===== src/rtl/nbj_pkg.sv =====
// Shared types and defaults for the not-branch-jump redirect queue.
// Purely declarative: no latency and no flow control of its own.
package nbj_pkg;

    localparam int NBJ_PC_W  = 32;
    localparam int NBJ_CUT_W = 8;
    localparam int NBJ_DEPTH = 4;

    typedef struct packed {
        logic [NBJ_PC_W-1:0]  pc;
        logic [NBJ_CUT_W-1:0] cut;
    } nbj_redirect_t;

    function automatic logic nbj_pc_aligned(input logic [1:0] pc_lo);
        return pc_lo == 2'b00;
    endfunction

endpackage


===== src/rtl/nbj_phase_sync.sv =====
// 2-phase request synchroniser with a local ack phase: pending two edges after a req toggle.
// Backpressure: the caller simply withholds ack_i; pending stays high until it is given.
module nbj_phase_sync (
    input  logic clk,
    input  logic rst_n,
    input  logic req_i,
    input  logic ack_i,
    output logic pending_o,
    output logic phase_o
);

    logic s1_q;
    logic drv_s_q;
    logic ack_phase_q;
    logic ack_phase_d;

    assign ack_phase_d = ack_i ? ~ack_phase_q : ack_phase_q;

    always_ff @(posedge clk or negedge rst_n) begin
        if (!rst_n) begin
            s1_q        <= 1'b0;
            drv_s_q     <= 1'b0;
            ack_phase_q <= 1'b0;
        end else begin
            s1_q        <= req_i;
            drv_s_q     <= s1_q;
            ack_phase_q <= ack_phase_d;
        end
    end

    assign pending_o = drv_s_q != ack_phase_q;
    assign phase_o   = ack_phase_q;

endmodule


===== src/rtl/nbj_redirect_queue.sv =====
// Click-to-clock redirect FIFO (FWFT); push 3 edges after i_drive toggles, ack withheld while full.
// Optional NBJ_PC_ALIGN_CHECK_EN: misaligned PCs are acked but dropped, setting sticky o_misalign.
module nbj_redirect_queue
    import nbj_pkg::*;
#(
    parameter int DEPTH = NBJ_DEPTH,
    parameter int PC_W  = NBJ_PC_W,
    parameter int CUT_W = NBJ_CUT_W
) (
    input  logic                       clk,
    input  logic                       rst,
    input  logic                       i_drive,
    input  logic [PC_W-1:0]            i_nextPc_32,
    input  logic [CUT_W-1:0]           i_cutPosition_8,
    output logic                       o_free,
    output logic                       o_valid,
    output logic [PC_W-1:0]            o_pc_32,
    output logic [CUT_W-1:0]           o_cut_8,
    input  logic                       i_ready,
    output logic [$clog2(DEPTH):0]     o_count
`ifdef NBJ_PC_ALIGN_CHECK_EN
    ,
    output logic                       o_misalign
`endif
);

    localparam int PTR_W = $clog2(DEPTH);
    localparam int CNT_W = PTR_W + 1;

    logic [PC_W-1:0]  pc_mem_q  [DEPTH];
    logic [CUT_W-1:0] cut_mem_q [DEPTH];

    logic [PTR_W-1:0] wr_ptr_q, wr_ptr_d;
    logic [PTR_W-1:0] rd_ptr_q, rd_ptr_d;
    logic [CNT_W-1:0] count_q, count_d;
    logic [PC_W-1:0]  last_pc_q, last_pc_d;
    logic [CUT_W-1:0] last_cut_q, last_cut_d;

    logic pending;
    logic full;
    logic ack;
    logic push;
    logic pop;

    nbj_phase_sync u_sync (
        .clk       (clk),
        .rst_n     (rst),
        .req_i     (i_drive),
        .ack_i     (ack),
        .pending_o (pending),
        .phase_o   (o_free)
    );

    // Fullness uses the registered count, so a pop on a full cycle cannot admit a push.
    assign full = count_q == CNT_W'(DEPTH);
    assign ack  = pending && !full;
    assign pop  = o_valid && i_ready;

`ifdef NBJ_PC_ALIGN_CHECK_EN
    logic misalign_q, misalign_d;

    assign push       = ack && nbj_pc_aligned(i_nextPc_32[1:0]);
    assign misalign_d = misalign_q | (ack && !push);
    assign o_misalign = misalign_q;

    always_ff @(posedge clk or negedge rst) begin
        if (!rst) begin
            misalign_q <= 1'b0;
        end else begin
            misalign_q <= misalign_d;
        end
    end
`else
    assign push = ack;
`endif

    always_comb begin
        wr_ptr_d   = wr_ptr_q;
        rd_ptr_d   = rd_ptr_q;
        count_d    = count_q;
        last_pc_d  = last_pc_q;
        last_cut_d = last_cut_q;
        if (push) begin
            wr_ptr_d = wr_ptr_q + PTR_W'(1);
        end
        if (pop) begin
            rd_ptr_d   = rd_ptr_q + PTR_W'(1);
            last_pc_d  = pc_mem_q[rd_ptr_q];
            last_cut_d = cut_mem_q[rd_ptr_q];
        end
        case ({push, pop})
            2'b10:   count_d = count_q + CNT_W'(1);
            2'b01:   count_d = count_q - CNT_W'(1);
            default: count_d = count_q;
        endcase
    end

    always_ff @(posedge clk or negedge rst) begin
        if (!rst) begin
            wr_ptr_q   <= '0;
            rd_ptr_q   <= '0;
            count_q    <= '0;
            last_pc_q  <= '0;
            last_cut_q <= '0;
        end else begin
            wr_ptr_q   <= wr_ptr_d;
            rd_ptr_q   <= rd_ptr_d;
            count_q    <= count_d;
            last_pc_q  <= last_pc_d;
            last_cut_q <= last_cut_d;
        end
    end

    // Storage is only read while occupied, so it needs no reset.
    always_ff @(posedge clk) begin
        if (push) begin
            pc_mem_q[wr_ptr_q]  <= i_nextPc_32;
            cut_mem_q[wr_ptr_q] <= i_cutPosition_8;
        end
    end

    // When empty the head fields keep showing the most recently popped entry.
    assign o_valid = count_q != '0;
    assign o_pc_32 = o_valid ? pc_mem_q[rd_ptr_q]  : last_pc_q;
    assign o_cut_8 = o_valid ? cut_mem_q[rd_ptr_q] : last_cut_q;
    assign o_count = count_q;

endmodule


===== config.mk =====
export PLATFORM = sky130hd
export DESIGN_NAME = nbj_redirect_queue
export DESIGN_NICKNAME = d
export VERILOG_FILES = /design/src/rtl/nbj_pkg.sv /design/src/rtl/nbj_phase_sync.sv /design/src/rtl/nbj_redirect_queue.sv
export SDC_FILE = /design/constraint.sdc
export NUM_CORES = 1
export LEC_CHECK = 0
export CAP_MARGIN = 20
export CORE_MARGIN = 8
export CORE_UTILIZATION = 40
export DETAILED_ROUTE_END_ITERATION = 8
export PLACE_DENSITY = 0.6
export SLEW_MARGIN = 20
export SYNTH_ARGS = -nofsm -noshare
export SYNTH_HDL_FRONTEND = slang
export SYNTH_SLANG_ARGS = --single-unit

===== constraint.sdc =====
create_clock -name clk -period 2.8 [get_ports clk]
set_clock_uncertainty 0.2 [all_clocks]
set_input_delay 0.28 -clock clk [delete_from_list [all_inputs] [get_ports clk]]
set_output_delay 0.28 -clock clk [all_outputs]
set_load 0.01 [all_outputs]

==> After elaboration in Yosys (flattened, before gate mapping) <==
Memories as Yosys holds them, arrays and structs flattened.
Index checks and enable logic that the tools add are counted.
{ "op_classes": {"eq_ne": 4, "reduce_logical": 5, "bitwise": 1, "n_mux": 5, "add_sub_neg": 4} }
{ "op_table": {"columns": ["op", "count"], "rows": [
  ["$mux 32", 1],
  ["$mux 8", 1],
  ["$pmux 3 s2", 1],
  ["$add 2x1->2 const B", 2],
  ["$add 3x1->3 const B", 1],
  ["$eq 3x3->1 const B", 1],
  ["$reduce_bool 3->1", 1],
  ["$sub 3x1->3 const B", 1],
  ["$eq 2x1->1 const B", 1],
  ["$eq 2x2->1 const B", 1],
  ["$logic_and 1x1->1", 2],
  ["$mux 1", 2],
  ["$reduce_bool 2->1", 1],
  ["$logic_not 1->1", 1],
  ["$ne 1x1->1", 1],
  ["$not 1->1", 1]
]} }
{ "totals": {"regBits": 50, "mem_bits_rw": 160, "output_inout_bits": 45, "input_bits": 44, "mem_count": 2, "elab_cells": 29} }
{ "mem_list": {"columns": ["name", "words", "width", "read_ports", "rd_ports_with_merged_regs", "write_ports", "line_no", "rtl"], "rows": [
  ["pc_mem_q", 4, 32, 1, 0, 1, "nbj_redirect_queue.sv:30", "logic [PC_W-1:0] pc_mem_q [DEPTH];"],
  ["cut_mem_q", 4, 8, 1, 0, 1, "nbj_redirect_queue.sv:31", "logic [CUT_W-1:0] cut_mem_q [DEPTH];"]
]} }

==> Longest topological paths before layout <==
{ "logic_depth": {"word_depth": 5, "mapped_depth": 9, "depth_no_buf": 9} }

==> Hierarchy <==
Synthesis repeated with hierarchy kept, for this count alone.
{ "hier_totals": {"hier_cells": 382, "hier_area_um2": 8304.2} }
{ "by_module_without_submodules": {"columns": ["mod", "seq_area_each_um2", "cells_each", "area_each_um2", "instances"], "rows": [
  ["nbj_redirect_queue", 5980.7, 377, 8211.6, 1],
  ["nbj_phase_sync", 75.1, 5, 92.6, 1]
]} }

==> Worst setup path before layout <==
OpenSTA, ideal clock, no wires.
{ "synth_path": {"path_type": "reg2reg", "from": "register count_q[0], in the netlist o_count[0]", "to": "memory cut_mem_q[0][0] (netlist name), enable pin", "arrival_ns": 1.906, "required_time_ns": 2.199, "setup_slack_ns": 0.293, "setup_time_ns": 0.401, "n_path_buf": 0, "path_stages_with_launch": 4, "period_less_slack_ns": 2.507, "path_cell_list": "dfrtp_1 -> nor2_1 -> a21oi_1 -> and2_1"} }
{ "synth_via": {"elab_chain_len": 5} }
{ "synth_rtl": {"columns": ["item", "line_no", "rtl"], "rows": [
  ["from (decl)", "nbj_redirect_queue.sv:35", "logic [CNT_W-1:0] count_q, count_d;"],
  ["from (signal assigned)", "nbj_redirect_queue.sv:108", "count_q <= count_d;"],
  ["$eq 3x3->1", "nbj_redirect_queue.sv:55", "assign full = count_q == CNT_W'(DEPTH);"],
  ["$logic_not 1->1", "nbj_redirect_queue.sv:56", "assign ack = pending && !full;"],
  ["$logic_and 1x1->1", "nbj_redirect_queue.sv:56", null],
  ["$mux 1", "nbj_redirect_queue.sv:116", "if (push) begin"],
  ["$mux 1 (not written as such)", "nbj_redirect_queue.sv:118", "cut_mem_q[wr_ptr_q] <= i_cutPosition_8;"],
  ["to (decl)", "nbj_redirect_queue.sv:31", null]
]} }
Every way passes these cells.

==> Worst setup path in the final report <==
{ "layout_path": {"from": "register rd_ptr_q[0]", "to": "output port o_pc_32[5]"} }
{ "layout_via": {"elab_chain_len": 2} }
{ "layout_rtl": {"columns": ["item", "line_no", "rtl"], "rows": [
  ["from (decl)", "nbj_redirect_queue.sv:34", "logic [PTR_W-1:0] rd_ptr_q, rd_ptr_d;"],
  ["from (signal assigned)", "nbj_redirect_queue.sv:107", "rd_ptr_q <= rd_ptr_d;"],
  ["$mem_v2 4x32", null, null],
  ["$mux 32", "nbj_redirect_queue.sv:124", "assign o_pc_32 = o_valid ? pc_mem_q[rd_ptr_q] : last_pc_q;"],
  ["to (decl)", "nbj_redirect_queue.sv:17", "output logic [PC_W-1:0] o_pc_32,"]
]} }
Every way passes these cells.

==> out/qor.txt <==
Ratio of cells with drive above 1 in the final layout - 42.8%
Cell type contributing the most total cell area after synthesis - sky130_fd_sc_hd__edfxtp_1
Clock buffer count from CTS - 22
Maximum vdd drop - 0.680 mV
Post-route cell area - 10,600 sq um
Syn_nets - 433
Synth-to-Final Area Change - 27.4%
Worst Path Class, Setup - flip-flop to output pin
Overall global routing resource usage - 13.1%
Met2 global-route usage - 23.0%
Detailed-route DRC error count - 0
Total gr overflow - 0
Met1 Usage GRT - 15.7%
Slowest-stage cell, CP - sky130_fd_sc_hd__dfrtp_4
# H-tree levels - 1
1st-iter DRT viols - 191
Maximum fanout encountered on the critical timing path - 7
Average wire per standard cell - 21.4 um
Count of final setup violators - 0
Outcome - complete, no violations
Max stage delay on crit path - 0.49 ns
Number of diodes added for antenna fixing - 0
Largest net degree at the start of global routing - 43
Sequential area share after synthesis - 72.8%
Clock tree from TritonCTS - done
Vias in the first global route - 4,566
Die outline height - 160 um
Worst Path Buf+Inv - 4
Most instantiated flip-flop cell in the synthesis netlist - sky130_fd_sc_hd__edfxtp_1
Half-perimeter wire length after placement - 10.2 mm
Initial antenna violation count - 0
Share of Yosys cell area claimed by the top area cell type - 57.7%
Cells taking the most area after synthesis - sky130_fd_sc_hd__edfxtp_1 58%, sky130_fd_sc_hd__dfrtp_1 15%, sky130_fd_sc_hd__mux2_2 10%, sky130_fd_sc_hd__mux4_2 10%, sky130_fd_sc_hd__buf_12 0.96%
Final setup margin - 0.0242 ns
Count of clock tree sinks - 210
Clk buf depth - 3
Multiplexer fraction of the synthesized cell area - 22.3%
Top delay family on crit path - multiplexers
Number of detailed-routing iterations run before antenna repair - 4
Final Total Pwr - 12,800 uW
Critical Path RT - 2.32 ns
Total routed wirelength - 17.0 mm
Max-slew headroom - 52.6%
Combinational family with the most area after synthesis - multiplexers
Fin. max-slew vios - 0
Placement Cell Area - 9580 sq um
Starting utilization of the core area - 41.0%
Remaining number of nets flagged by the antenna check after routing - 0
Highest-utilization routing layer at the global route stage - met2
Crit share post-route - 99.1%
Floorplan die width - 160 um
Skew-Pair Late Insertion Delay - 0.50 ns
Worst-Margin Slew - 0.711 ns
Clk root buf - sky130_fd_sc_hd__clkbuf_16
Async set-reset flop share out of synthesis - 23.8%
Total of warnings raised by yosys - 0
Worst hold-check path type - input port to flip-flop
Combined area of all synthesized cells - 8320 sq um
I/O pin count - 89
Setup repair after global routing missed its margin - true
Sort of element at the start of the critical path - flip-flop
Mean Syn Cell Area - 21.7 sq um
Met3 usage in global routing - 3.37%
NumNets Final - 560
Reported leakage power - 0.00387 uW
Cell-by-cell trace of the critical path - buf_12, buf_4, buf_16, mux4_2, mux2_4, buf_6
Minimum clock period after layout - 2.78 ns
Final Hold Fails - 0
First-pass GRT wire length - 26.2 mm
Synthesized-area fraction occupied by adder cells - 0.992%
GPL Wtd Cong - 0.688
Post-place setup slack - 0.191 ns
Number of register bits inferred by synthesis - 210
Total Die Area - 25,700 sq um
# Max-Cap Violations - 0
Vias after detailed routing - 4,004
Number of instances in the synthesized netlist - 383
Worst Hold Slack - 0.0266 ns
Row count - 52
Total power divided by cell area - 1210 nW/um^2
EDFF count, synth - 160
Core box area - 20,300 sq um
Share of the synthesized netlist area taken by xor and xnor gates - 0.737%
Maximum operating frequency - 0.360 GHz
Endpoint type of the worst setup path - output pin
Number of vias per cell after detailed routing - 5.03
Register clock-pin slew on the reported worst setup and hold paths - 0.06 ns
Number of distinct library cell variants in the gate-level netlist after synthesis - 24
Simple-gate portion of the synthesized area - 0.556%
Synth Area in Compound Gates - 0.165%
Arrival @ worst endpoint - 2.30 ns
Buffers added on ports - 88
synthesized netlist by cell type (3+ instances only):
master / number
sky130_fd_sc_hd__mux4_2: 38
sky130_fd_sc_hd__buf_6: 3
sky130_fd_sc_hd__ha_1: 5
sky130_fd_sc_hd__mux2_2: 77
sky130_fd_sc_hd__inv_1: 6
sky130_fd_sc_hd__edfxtp_1: 160
sky130_fd_sc_hd__dfrtp_1: 50
sky130_fd_sc_hd__mux2_4: 4
sky130_fd_sc_hd__buf_2: 10
sky130_fd_sc_hd__and2_1: 4
sky130_fd_sc_hd__buf_12: 4
sky130_fd_sc_hd__xor2_1: 3
sky130_fd_sc_hd__xnor2_1: 4
cell families after synthesis:
group,Yosys count
AO/OA/AOI/OAI,2
XOR/XNOR,7
adder cells (fa/ha/maj),6
buffers and inverters,26
flip-flops,210
multiplexers,123
AND/OR/NAND/NOR,9
sequential cells by signal, summed over array words and instances, names as in the netlist:
name            flops
pc_mem_q          128
cut_mem_q          32
last_pc_q          32
last_cut_q          8
o_count             3
rd_ptr_q            2
wr_ptr_q            2
u_sync.drv_s_q      1
u_sync.phase_o      1
u_sync.s1_q         1
worst reg2reg max path, stage by stage, from the launching register on:
cell and delay, ns:
sky130_fd_sc_hd__dfrtp_2 0.40, sky130_fd_sc_hd__buf_4 0.16, sky130_fd_sc_hd__nor2_1 0.13, sky130_fd_sc_hd__a21oi_1 0.09, sky130_fd_sc_hd__buf_4 0.17, sky130_fd_sc_hd__inv_1 0.06, sky130_fd_sc_hd__ha_1 0.18, sky130_fd_sc_hd__inv_1 0.06
sky130_fd_sc_hd__fa_1 0.37, sky130_fd_sc_hd__xor2_1 0.15, sky130_fd_sc_hd__nor2_1 0.11, sky130_fd_sc_hd__xor2_1 0.14
worst paths after layout:
path	startpoint	to	slack, ns	cells after the start
setup / recovery	rd_ptr_q[0]	o_pc_32[5]	0.02	6
setup reg to reg	o_count[0]	o_count[2]	0.51	11
min in group asynchronous	rst	last_pc_q[15]	0.17	2
hold reg to reg	u_sync.s1_q	u_sync.drv_s_q	0.15	0
max in group asynchronous	rst	o_count[0]	1.46	3
hold / removal	i_drive	u_sync.s1_q	0.03	1
area by class of cell:
cell class / instances / area, sq um
Inverter: 6 / 22.5
Clock buffer: 29 / 608
Timing Repair Buffer: 123 / 1270
Fill cell: 1667 / 9700
Sequential cell: 210 / 6060
Clock inverter: 11 / 183
Multi-Input combinational cell: 147 / 2120
Tap cell: 270 / 338
layout by cell type, fill, tap and decap left out, types with 2 or more instances in the layout:
cell	synthesis	routed
sky130_fd_sc_hd__buf_16	0	3
sky130_fd_sc_hd__clkbuf_16	0	24
sky130_fd_sc_hd__buf_8	0	2
sky130_fd_sc_hd__edfxtp_1	160	160
sky130_fd_sc_hd__ha_1	5	5
sky130_fd_sc_hd__bufinv_16	0	5
sky130_fd_sc_hd__dfrtp_1	50	47
sky130_fd_sc_hd__and2_2	0	4
sky130_fd_sc_hd__xor2_1	3	3
sky130_fd_sc_hd__inv_1	6	6
sky130_fd_sc_hd__clkbuf_1	1	5
sky130_fd_sc_hd__buf_6	3	15
sky130_fd_sc_hd__clkinv_2	0	2
sky130_fd_sc_hd__dlygate4sd2_1	0	3
sky130_fd_sc_hd__buf_2	10	2
sky130_fd_sc_hd__nand2_1	2	2
sky130_fd_sc_hd__buf_12	4	5
sky130_fd_sc_hd__dfrtp_2	0	2
sky130_fd_sc_hd__clkbuf_2	0	13
sky130_fd_sc_hd__clkdlybuf4s15_1	0	10
sky130_fd_sc_hd__mux4_2	38	39
sky130_fd_sc_hd__mux2_2	77	65
sky130_fd_sc_hd__clkdlybuf4s50_1	0	47
sky130_fd_sc_hd__xnor2_1	4	4
sky130_fd_sc_hd__clkinv_1	0	2
sky130_fd_sc_hd__nor2_1	2	2
sky130_fd_sc_hd__buf_4	2	20
sky130_fd_sc_hd__clkinvlp_4	0	2
sky130_fd_sc_hd__mux2_4	4	17
what timing repair did:
| item | in CTS | in global routing |
|---|---|---|
| gates cloned | 2 | 1 |
| resized for setup | 105 | 53 |
| setup endpoints to repair | 40 | 38 |
| hold buffers | 1 | 0 |
| endpoints found under the hold margin | 21 | 0 |
| setup buffers | 12 | 1 |
metal layers:
layer | vias up | part of all wire, %
met3 | 26 | 6.2
met4 | 0 | 1.9
met1 | 2092 | 40
met2 | 105 | 51
met5 | - | 0
li1 | 1781 | -
power breakdown:
part           switching, uW  total [uW]  internal, uW
Combinational           2190        5030          2840
Clock                   1140        3130          1990
Sequential               307        4670          4370
through the flow:
step                utilization (%)  TNS (ns)  instances
finish                         52.2         0        796
global route                   52.2    -0.304        796
CTS                            51.7   -0.0179        794
detailed placement             47.2         0        739
global placement               47.2         0        739
floorplan                         -         0        383
No activity file was read; power rests on OpenSTA's default activity.
